--- config.mk ---
export PLATFORM = sky130hd
export DESIGN_NAME = mcu_bus_receiver
export DESIGN_NICKNAME = d
export VERILOG_FILES = /design/src/rtl/mcu_bus_receiver_pkg.sv /design/src/rtl/mcu_bus_receiver_strobe_synchroniser.sv /design/src/rtl/mcu_bus_receiver.sv
export SDC_FILE = /design/constraint.sdc
export NUM_CORES = 1
export LEC_CHECK = 0
export BUFFER_PORTS_ARGS = -buffer_cell sky130_fd_sc_hd__buf_2
export CAP_MARGIN = 20
export CORE_ASPECT_RATIO = 1.2
export CORE_MARGIN = 8
export CORE_UTILIZATION = 50
export DETAILED_ROUTE_END_ITERATION = 7
export GPL_TIMING_DRIVEN = 0
export HOLD_SLACK_MARGIN = 0.12
export MAX_ROUTING_LAYER = met4
export PLACE_DENSITY = 0.84
export RECOVER_POWER = 50
export SLEW_MARGIN = 20
export SYNTH_ARGS = -nofsm -noshare
export SYNTH_HDL_FRONTEND = slang
export SYNTH_SLANG_ARGS = --single-unit
--- constraint.sdc ---
create_clock -name i_main_clk -period 33.6 [get_ports i_main_clk]
set_input_delay 1.68 -clock i_main_clk [delete_from_list [all_inputs] [get_ports i_main_clk]]
set_output_delay 1.68 -clock i_main_clk [all_outputs]
set_load 0.02 [all_outputs]
--- src/rtl/mcu_bus_receiver_pkg.sv ---
// Shared encodings for the MCU parallel bus: control byte layout, channel
// register indices and the word-assembly state type.
package fa201_bus_pkg;

    localparam int unsigned CTRL_CMD_BIT = 7;

    localparam logic [2:0] CMD_RESET_PHASE = 3'd0;
    localparam logic [2:0] CMD_LOAD_CH1    = 3'd1;
    localparam logic [2:0] CMD_ADD_CH1     = 3'd2;
    localparam logic [2:0] CMD_LOAD_CH2    = 3'd3;
    localparam logic [2:0] CMD_ADD_CH2     = 3'd4;

    localparam logic [2:0] REG_CH1_NEG_STEP  = 3'd0;
    localparam logic [2:0] REG_CH1_POS_STEP  = 3'd1;
    localparam logic [2:0] REG_CH1_PHASE_ADD = 3'd2;
    localparam logic [2:0] REG_CH1_CONTROL   = 3'd3;
    localparam logic [2:0] REG_CH2_NEG_STEP  = 3'd4;
    localparam logic [2:0] REG_CH2_POS_STEP  = 3'd5;
    localparam logic [2:0] REG_CH2_PHASE_ADD = 3'd6;
    localparam logic [2:0] REG_CH2_CONTROL   = 3'd7;

    localparam int unsigned REG_WIDTH = 48;

    typedef enum logic [1:0] {
        IDLE    = 2'd0,
        LOADING = 2'd1,
        DONE    = 2'd2
    } state_t;

endpackage

--- src/rtl/mcu_bus_receiver_strobe_synchroniser.sv ---
// Brings one active-low MCU strobe into the core clock domain, captures the
// bus byte while it is low and flags its release with a one-cycle event.
module strobe_synchroniser #(
    parameter int unsigned SYNC_STAGES = 2
) (
    input  logic       clk,
    input  logic       rst,
    input  logic       strobe_n,
    input  logic [7:0] data,
    output logic [7:0] captured,
    output logic       release_event
);

    logic [SYNC_STAGES-1:0] sync;
    logic                   history;

    always_ff @(posedge clk or posedge rst) begin
        if (rst) begin
            sync          <= '1;
            history       <= 1'b1;
            captured      <= '0;
            release_event <= 1'b0;
        end else begin
            sync          <= {sync[SYNC_STAGES-2:0], strobe_n};
            history       <= sync[SYNC_STAGES-1];
            release_event <= sync[SYNC_STAGES-1] & ~history;
            // Keep refreshing while low so the event sees the final stable byte.
            if (!sync[SYNC_STAGES-1])
                captured <= data;
        end
    end

endmodule

--- src/rtl/mcu_bus_receiver.sv ---
// MCU 8-bit bus front end: decodes control bytes into command pulses and
// assembles MSB-first words committed atomically to eight 48-bit registers.
module mcu_bus_receiver
    import fa201_bus_pkg::*;
#(
    parameter int unsigned SYNC_STAGES = 2,
    parameter int unsigned WORD_BYTES  = 6
) (
    input  logic        i_main_clk,
    input  logic        i_reset,
    input  logic        i_data_strobe,
    input  logic        i_control_strobe,
    input  logic [7:0]  i_data,
    output logic [47:0] o_channel1_negative_signal_step,
    output logic [47:0] o_channel1_positive_signal_step,
    output logic [47:0] o_channel1_signal_phase_add,
    output logic [47:0] o_channel1_signal_control,
    output logic [47:0] o_channel2_negative_signal_step,
    output logic [47:0] o_channel2_positive_signal_step,
    output logic [47:0] o_channel2_signal_phase_add,
    output logic [47:0] o_channel2_signal_control,
    output logic        o_reset_signal_phase_registers,
    output logic        o_load_channel1_step_registers,
    output logic        o_add_channel1_signal_phase,
    output logic        o_load_channel2_step_registers,
    output logic        o_add_channel2_signal_phase
);

    localparam int unsigned      CNT_W = $clog2(WORD_BYTES + 1);
    localparam logic [CNT_W-1:0] FULL  = CNT_W'(WORD_BYTES);

    logic [7:0]           ctrl_byte;
    logic                 ctrl_event;
    logic [7:0]           data_byte;
    logic                 data_event;
    logic                 unused_ctrl_bits;

    state_t               state;
    logic [CNT_W-1:0]     count;
    logic [REG_WIDTH-1:0] staging;
    logic [2:0]           sel;
    logic [REG_WIDTH-1:0] regs [8];

    assign unused_ctrl_bits = ^ctrl_byte[6:3];

    strobe_synchroniser #(.SYNC_STAGES(SYNC_STAGES)) ctrl_sync (
        .clk           (i_main_clk),
        .rst           (i_reset),
        .strobe_n      (i_control_strobe),
        .data          (i_data),
        .captured      (ctrl_byte),
        .release_event (ctrl_event)
    );

    strobe_synchroniser #(.SYNC_STAGES(SYNC_STAGES)) data_sync (
        .clk           (i_main_clk),
        .rst           (i_reset),
        .strobe_n      (i_data_strobe),
        .data          (i_data),
        .captured      (data_byte),
        .release_event (data_event)
    );

    always_ff @(posedge i_main_clk or posedge i_reset) begin
        if (i_reset) begin
            state   <= IDLE;
            count   <= '0;
            staging <= '0;
            sel     <= '0;
            for (int unsigned i = 0; i < 8; i++)
                regs[i] <= '0;
            o_reset_signal_phase_registers <= 1'b0;
            o_load_channel1_step_registers <= 1'b0;
            o_add_channel1_signal_phase    <= 1'b0;
            o_load_channel2_step_registers <= 1'b0;
            o_add_channel2_signal_phase    <= 1'b0;
        end else begin
            o_reset_signal_phase_registers <= 1'b0;
            o_load_channel1_step_registers <= 1'b0;
            o_add_channel1_signal_phase    <= 1'b0;
            o_load_channel2_step_registers <= 1'b0;
            o_add_channel2_signal_phase    <= 1'b0;

            // Commit uses the old selection even if a select byte lands this cycle.
            if (state == LOADING && count == FULL) begin
                regs[sel] <= staging;
                state     <= DONE;
            end

            if (ctrl_event) begin
                if (!ctrl_byte[CTRL_CMD_BIT]) begin
                    sel     <= ctrl_byte[2:0];
                    count   <= '0;
                    staging <= '0;
                    state   <= LOADING;
                end else begin
                    case (ctrl_byte[2:0])
                        CMD_RESET_PHASE: o_reset_signal_phase_registers <= 1'b1;
                        CMD_LOAD_CH1:    o_load_channel1_step_registers <= 1'b1;
                        CMD_ADD_CH1:     o_add_channel1_signal_phase    <= 1'b1;
                        CMD_LOAD_CH2:    o_load_channel2_step_registers <= 1'b1;
                        CMD_ADD_CH2:     o_add_channel2_signal_phase    <= 1'b1;
                        default: ;
                    endcase
                end
            end else if (data_event && state == LOADING && count != FULL) begin
                staging <= {staging[REG_WIDTH-9:0], data_byte};
                count   <= count + CNT_W'(1);
            end
        end
    end

    assign o_channel1_negative_signal_step = regs[REG_CH1_NEG_STEP];
    assign o_channel1_positive_signal_step = regs[REG_CH1_POS_STEP];
    assign o_channel1_signal_phase_add     = regs[REG_CH1_PHASE_ADD];
    assign o_channel1_signal_control       = regs[REG_CH1_CONTROL];
    assign o_channel2_negative_signal_step = regs[REG_CH2_NEG_STEP];
    assign o_channel2_positive_signal_step = regs[REG_CH2_POS_STEP];
    assign o_channel2_signal_phase_add     = regs[REG_CH2_PHASE_ADD];
    assign o_channel2_signal_control       = regs[REG_CH2_CONTROL];

endmodule

==> results.json, run 1 <==
{
  "outcome": "finished with violations",
  "failed_checks": "max-capacitance violations, max-slew violations",
  "ir_worst_vdd_mv": 0.0463,
  "clk_pin_slew_ps": 60,
  "max_slew.worst_pin.slew_ps": 5100,
  "yosys.area.top_type_share_pct": 65.1,
  "number_of_flops_mapped_to_enable_cells_by_yosys": 0,
  "yosys.area_share.xor_xnor_pct": 0,
  "cts.repair.resized": 0,
  "clock_tree.root_cell": "clkbuf_16",
  "post_synth_mux_area_share_pct": 28.7,
  "synth-simple-area-share_pct": 2.55,
  "critPathRequiredTime_ps": 33020,
  "post_cts.repair.setup_buffers": 0,
  "final_cell_area_sq_um": 21600,
  "cts_hold_repair.buffers": 0,
  "critPathMaxStageDelay_ps": 3700,
  "inst_count_dp": 1964,
  "yosys-top-cells-area": "dfrtp_1, mux2_2, mux2_4",
  "grt_max_degree": 103,
  "share_of_final_layout_standard_cells_stronger_than_drive_strength_1_pct": 56.9,
  "design.portCount": 401,
  "routed_wirelength_um": 47200,
  "post-synth-top-area-cell": "dfrtp_1",
  "fill_cells": 2678,
  "max_freq_mhz": 117,
  "most_common_cell_after_layout_fill_and_taps_aside": "dfrtp_1",
  "power.static_leakage_nw": 12.3,
  "drt_iter0_drc": 502,
  "finalHoldViolations": 0,
  "final.hold.worst_slack_ps": 356,
  "crit_path_top_delay_cell": "clkbuf_1",
  "syn-cell-area_sq_um": 17600,
  "area.growth.synth_to_final_pct": 22.6,
  "synth-adder-area-share_pct": 0.142,
  "register_area_sq_um": 11600,
  "clk_latency_ps": 540,
  "postSynth.topFlopCell": "dfrtp_1",
  "finalCritPeriodShare_pct": 25.5,
  "initial_utilization_pct": 50.6,
  "cts_num_sinks": 465,
  "cts_buffer_depth": 3,
  "yosysSeqAreaShare_pct": 66.0,
  "max-slew-margin-rel_pct": -240,
  "finalNetCount": 1562,
  "multiInputGateArea_sq_um": 5530,
  "critPathMaxFanout": 102,
  "yosys_warnings": 0,
  "fp.dieW_um": 187,
  "grt_first_pass_wirelength_um": 72600,
  "antenna_found_initial": 2,
  "criticalPathCategory": "in2async",
  "cts.htree.levels": 2,
  "cp-start-kind": "input pin",
  "detailed_place.area_sq_um": 20300,
  "routed-via-count": 10817,
  "timing.critical_path.to_type": "asynchronous set/reset pin",
  "per_instance_average_area_after_synthesis_sq_um": 16.1,
  "synth_compound_area_share_pct": 0.0922,
  "drv_slew": 474,
  "cts_tree": "done",
  "mapped_cells": 1098,
  "first_pass_iters": 4,
  "setup_tns_ps": 0,
  "grt.overflow.total": 0,
  "port_buffers": 400,
  "report.final.setup_viol": 0,
  "avgViaCountPerCell": 5.30,
  "total_nets_after_synthesis": 1112,
  "hold_class": "reg2reg",
  "dpl.hpwl_um": 33600,
  "cts_made_buffers": 44,
  "dominant_combinational_cell_family_by_area_after_synthesis": "multiplexers",
  "post_layout_nonfiller_instances": 2041,
  "critical_path.top_delay_family": "buffers and inverters",
  "die_area_sq_um": 41600,
  "place.gp.congestion": 0.798,
  "placeableCoreArea_sq_um": 34900,
  "asyncSetResetFlopFracSynth_pct": 100,
  "drc_errors": 0,
  "unrepaired_setup_endpoints_after_global_routing": "no",
  "ant_nets": 0,
  "worstPathBufferInverterCount": 3,
  "synth.distinct_cells": 30,
  "fin_util_pct": 62.0,
  "period_needed_ps": 8560,
  "crit_chain": "buf_2 > clkinvlp_2 > clkbuf_1",
  "critPathArrivalTime_ps": 7990,
  "cellPowerDensity_nw_per_um2": 63.9,
  "wl_per_cell_um": 23.1,
  "grt_use_total_pct": 23.1,
  "setup_clock_skew_after_layout_ps": 12.5,
  "first_global_vias": 11913,
  "most-common-layout-cells": "dfrtp_1, buf_2, mux2_2",
  "fp.dieH_um": 222,
  "synth.ff_latch_count": 465,
  "max_cap_violations": 5,
  "row_count": 75
}
## sequential cells by signal (all words and copies together), names as in the netlist, 2 cells and up
register	flops
o_channel1_negative_signal_step	48
staging	48
ctrl_sync.sync	2
o_channel2_negative_signal_step	48
sel	3
o_channel2_signal_control	48
o_channel2_positive_signal_step	48
o_channel1_positive_signal_step	48
data_sync.sync	2
o_channel1_signal_phase_add	48
ctrl_sync.captured	4
o_channel1_signal_control	48
data_sync.captured	8
state	2
count	3
o_channel2_signal_phase_add	48
## synthesized netlist by cell type (6+ instances only)
library cell,instances
dfstp_2,6
nand2_1,40
clkbuf_1,13
mux2i_1,26
buf_2,21
buf_6,9
nor2_1,27
dfrtp_1,459
buf_1,25
inv_1,26
mux2_2,399
mux2_4,20
## logic make-up (layout without fill, tap and decap cells)
| kind of cell | after synthesis | in the layout |
|---|---|---|
| multiplexers | 446 | 446 |
| AO/OA/AOI/OAI | 3 | 3 |
| adder cells (fa/ha/maj) | 2 | 2 |
| flip-flops | 465 | 465 |
| buffers and inverters | 94 | 573 |
| AND/OR/NAND/NOR | 88 | 88 |
| other | 0 | 2 |
## path summary, 6_finish.rpt
check / start / slack [ps] / cells after the start / to
max in group i_main_clk: count[0]$_DFFE_PP0P_ / 30460 / 7 / o_channel1_signal_control[19]$_DFFE_PP0P_
max: i_reset / 25040 / 3 / o_add_channel1_signal_phase$_DFF_PP0_
min: data_sync.sync[0]$_DFF_PP1_ / 360 / 0 / data_sync.sync[1]$_DFF_PP1_
max reg2reg: count[0]$_DFFE_PP0P_ / 30460 / 7 / o_channel1_signal_control[19]$_DFFE_PP0P_
min in group asynchronous: i_reset / 2410 / 2 / o_channel1_signal_phase_add[39]$_DFFE_PP0P_
min reg2reg: data_sync.sync[0]$_DFF_PP1_ / 360 / 0 / data_sync.sync[1]$_DFF_PP1_
## through the flow
step	total power (W)	worst slack (ps)
final	0.00138	25040
after global routing	0.00144	23310
after CTS	0.00140	30770
after detailed placement	0.000886	30770
after global placement	0.000876	14880
after floorplan	0.000785	18960
## worst register-to-register path, delay by kind of cell, from the launching register on
kind | cells | cell delay (ps)
muxes | 1 | 390
adders and majority gates | 1 | 200
DFF | 1 | 410
and+or+nand+nor | 2 | 760
buffers and inverters | 3 | 1270
## area by class of cell
class,count,share of cell area [%]
buffer,68,1.28
timing repair buffer,404,9.31
multi-input combinational,539,25.5
clock buffer,66,5.99
tap,462,2.67
clock inverter,9,0.902
inverter,26,0.457
antenna,2,0.0231
sequential,465,53.8
## where the power goes
group          leakage (nW)  switching (W)  total (W)  internal, W
Combinational          5.19       0.000123   0.000193    0.0000701
Clock                 0.730       0.000201   0.000512     0.000311
Sequential             6.40      0.0000665   0.000678     0.000612
## layer usage
metal	part of all wire, %	vias to the layer above	track usage, %	wire, um
li1	-	4692	-	-
met1	38	5645	25.8	18100
met2	51	368	38.9	24100
met3	5.8	112	5.63	2750
met4	4.6	0	10.6	2190
met5	0	-	-	0
No activity file was read; power rests on OpenSTA's default activity.
==> inputs of run 2 (changes only) <==
Settings changed: ABC_AREA from default to 1, CORE_UTILIZATION 50 to 49, PLACE_DENSITY 0.84 to 0.85.
Clock period 33.6 ns to 7.1 ns, I/O delays scaled along.
==> run 2 against run 1 <==
  * The flow still finishes with violations (max-capacitance violations, max-slew violations)
  * Power grew to 4.7 times the previous value
  * Global-route usage is 6.5 points higher
  * Final cell count is 50% higher
  * Setup slack worse by 22000 ps
  * Sequential power grew to 4.2 times the previous value
  * Count of clock-buffer cells in the layout stayed put
  * Critical endpoint is now o_channel2_signal_phase_add[21]$_DFFE_PP0P_
  * Largest cell class unchanged
  * Highest routed layer unchanged
==> results.json, run 2 <==
{
  "outcome": "finished with violations",
  "failed_checks": "max-capacitance violations, max-slew violations",
  "first_global_vias": 16930,
  "reg2reg_from": "sel[2]$_DFFE_PP0P_",
  "wl_per_cell_um": 21.6,
  "fin_util_pct": 60.4,
  "design.portCount": 401,
  "first_pass_iters": 6,
  "setup.reg_to_reg.worst_slack_ps": 4810,
  "placeableCoreArea_sq_um": 37600,
  "unrepaired_setup_endpoints_after_global_routing": "no",
  "synth.ff_latch_count": 465,
  "most-common-layout-cells": "nand2_1, nand3_1, dfrtp_1",
  "clock_tree.root_cell": "clkbuf_16",
  "yosysSeqAreaShare_pct": 62.9,
  "total_power_w": 0.00655,
  "critPathRequiredTime_ps": 7850,
  "reg2regPathDepth": 7,
  "rr_endpoint": "o_channel1_signal_phase_add[14]$_DFFE_PP0P_",
  "dpl.hpwl_um": 46600,
  "cp-start-kind": "input pin",
  "p_clk_share_pct": 39.6,
  "grt_first_pass_wirelength_um": 99200,
  "antenna_found_initial": 4,
  "cts_tree": "done",
  "setup_tns_ps": 0,
  "ys_top_cells_by_count": "nand2_1, nand3_1, dfrtp_1",
  "port_buffers": 400,
  "yosys_warnings": 0,
  "routed_wirelength_um": 65900,
  "max_freq_mhz": 262,
  "max_cap_violations": 3,
  "whs_endpoint": "data_sync.captured[0]$_DFFE_PP0N_",
  "fp.dieH_um": 229,
  "register_area_sq_um": 11600,
  "grt_max_degree": 38,
  "grt_use_total_pct": 29.6,
  "cts_made_buffers": 46,
  "hold_path.startpoint": "i_data[0]",
  "hold_class": "in2reg",
  "number_of_flops_mapped_to_enable_cells_by_yosys": 0,
  "cts_buffer_depth": 3,
  "report.final.setup_viol": 0,
  "row_count": 78,
  "drv_slew": 99,
  "yosys-top-cells-area": "dfrtp_1, nand2_1, nand3_1",
  "total_nets_after_synthesis": 2075,
  "holdPathStages": 3,
  "initial_utilization_pct": 49.3,
  "fp.dieW_um": 193,
  "postSynth.topFlopCell": "dfrtp_1",
  "critPathMaxFanout": 35,
  "criticalPathCategory": "in2async",
  "mapped_cells": 2061,
  "yosys.area.top_type_share_pct": 62.0,
  "most_common_cell_after_layout_fill_and_taps_aside": "nand2_1",
  "cellPowerDensity_nw_per_um2": 288,
  "share_of_final_layout_standard_cells_stronger_than_drive_strength_1_pct": 11.1,
  "per_instance_average_area_after_synthesis_sq_um": 8.99,
  "avgViaCountPerCell": 5.61,
  "asyncSetResetFlopFracSynth_pct": 100,
  "multiInputGateArea_sq_um": 5860,
  "max_slew.worst_pin.slew_ps": 2030,
  "finalNetCount": 2547,
  "sw_frac_of_total_pct": 30.5,
  "cts_num_sinks": 465,
  "area.growth.synth_to_final_pct": 22.6,
  "power.combinational.fraction_pct": 16.5,
  "internal-power_w": 0.00455,
  "routed-via-count": 17131,
  "timing.critical_path.to_type": "asynchronous set/reset pin",
  "post_cts.repair.setup_buffers": 0,
  "post-synth-top-area-cell": "dfrtp_1",
  "ant_nets": 0,
  "ir_worst_vdd_mv": 0.196,
  "clk_pin_slew_ps": 70,
  "fill_cells": 3204,
  "finalHoldViolations": 0,
  "drt_iter0_drc": 1463,
  "max-slew-margin-rel_pct": -35.0,
  "timing.final.ws_setup_ps": 3280,
  "detailedPlace.worstSlack_ps": 4890,
  "power.static_leakage_nw": 12.6,
  "finalCritPeriodShare_pct": 53.8,
  "grt.overflow.total": 0,
  "setup_clock_skew_after_layout_ps": 19.1,
  "seq_power_share_pct": 44.0,
  "critPathArrivalTime_ps": 4570,
  "synth.distinct_cells": 20,
  "cts.htree.levels": 2,
  "synth.most_common_cell": "nand2_1",
  "drc_errors": 0,
  "die_area_sq_um": 44300,
  "power_switching_w": 0.00200,
  "place.gp.congestion": 0.881,
  "syn-cell-area_sq_um": 18500,
  "clk_latency_ps": 570,
  "period_needed_ps": 3820
}
[run 2: worst max-delay path by stage]
stage,from,endpoint,slack [ps],depth (start not counted)
detailed placement,sel[2]$_DFFE_PP0P_,o_channel1_signal_phase_add[17]$_DFFE_PP0P_,4890,7
global route,i_reset,o_channel2_signal_phase_add[20]$_DFFE_PP0P_,2740,7
finish,i_reset,o_channel2_signal_phase_add[21]$_DFFE_PP0P_,3280,7
CTS,sel[2]$_DFFE_PP0P_,o_channel1_signal_phase_add[11]$_DFFE_PP0P_,4870,7
global placement,i_reset,o_channel1_positive_signal_step[27]$_DFFE_PP0P_,-1700,2
floorplan,i_reset,count[0]$_DFFE_PP0P_,450,1
[run 2: power groups by stage]
stage	registers [W]	logic, W	clock network (W)
floorplan	0.00298	0.000550	0
CTS	0.00287	0.00108	0.00261
global placement	0.00292	0.00102	0
detailed placement	0.00292	0.00108	0
finish	0.00288	0.00108	0.00259
global route	0.00289	0.00115	0.00272
[run 2: cells by family (layout without fill, tap and decap cells)]
kind of cell | count (synthesis) | after routing | share of synthesized area, %
flip-flops | 465 | 465 | 62.9
AO/OA/AOI/OAI | 13 | 13 | 0.351
other | 0 | 4 | 0
AND/OR/NAND/NOR | 1366 | 1366 | 31.1
XOR/XNOR | 1 | 1 | 0.0473
adder cells (fa/ha/maj) | 2 | 2 | 0.135
buffers and inverters | 214 | 723 | 5.51
[run 2: timing repair]
item                                    in CTS  in global routing
endpoints found under the setup margin       0                  0
gates resized for setup                      0                  0
endpoints found under the hold margin       55                  0
hold buffers                                 9                  0
[run 2: area by class of cell]
type,count,share of cell area [%]
sequential,465,51.3
multi-input combinational,1382,25.8
timing repair buffer,424,8.63
clock buffer,66,6.08
buffer,194,4.16
tap,480,2.65
clock inverter,19,1.03
inverter,20,0.336
antenna,4,0.0441
[run 2: metrics by stage]
step | cells | cell area [sq um] | hold WS [ps]
2_1_floorplan | 2061 | 18500 | 345
3_3_place_gp | 2941 | 21100 | 349
3_5_place_dp | 2956 | 21400 | 350
4_1_cts | 3050 | 23100 | 126
5_1_grt | 3054 | 22700 | 141
6_report | 3054 | 22700 | 150
[run 2: worst max-delay path, cell delays in order]
cell	delay [ps]
dlygate4sd3_1	540
clkbuf_1	110
clkinvlp_2	380
clkbuf_1	1120
clkbuf_1	1420
buf_12	320
buf_12	250
[run 2: per-layer routing]
metal	vias to the layer above	GRT usage, %	routed length [um]
met5	-	-	0
met4	0	16.5	3920
met3	248	5.82	5370
met2	999	47.4	31900
met1	8349	34.9	24800
li1	7535	-	-
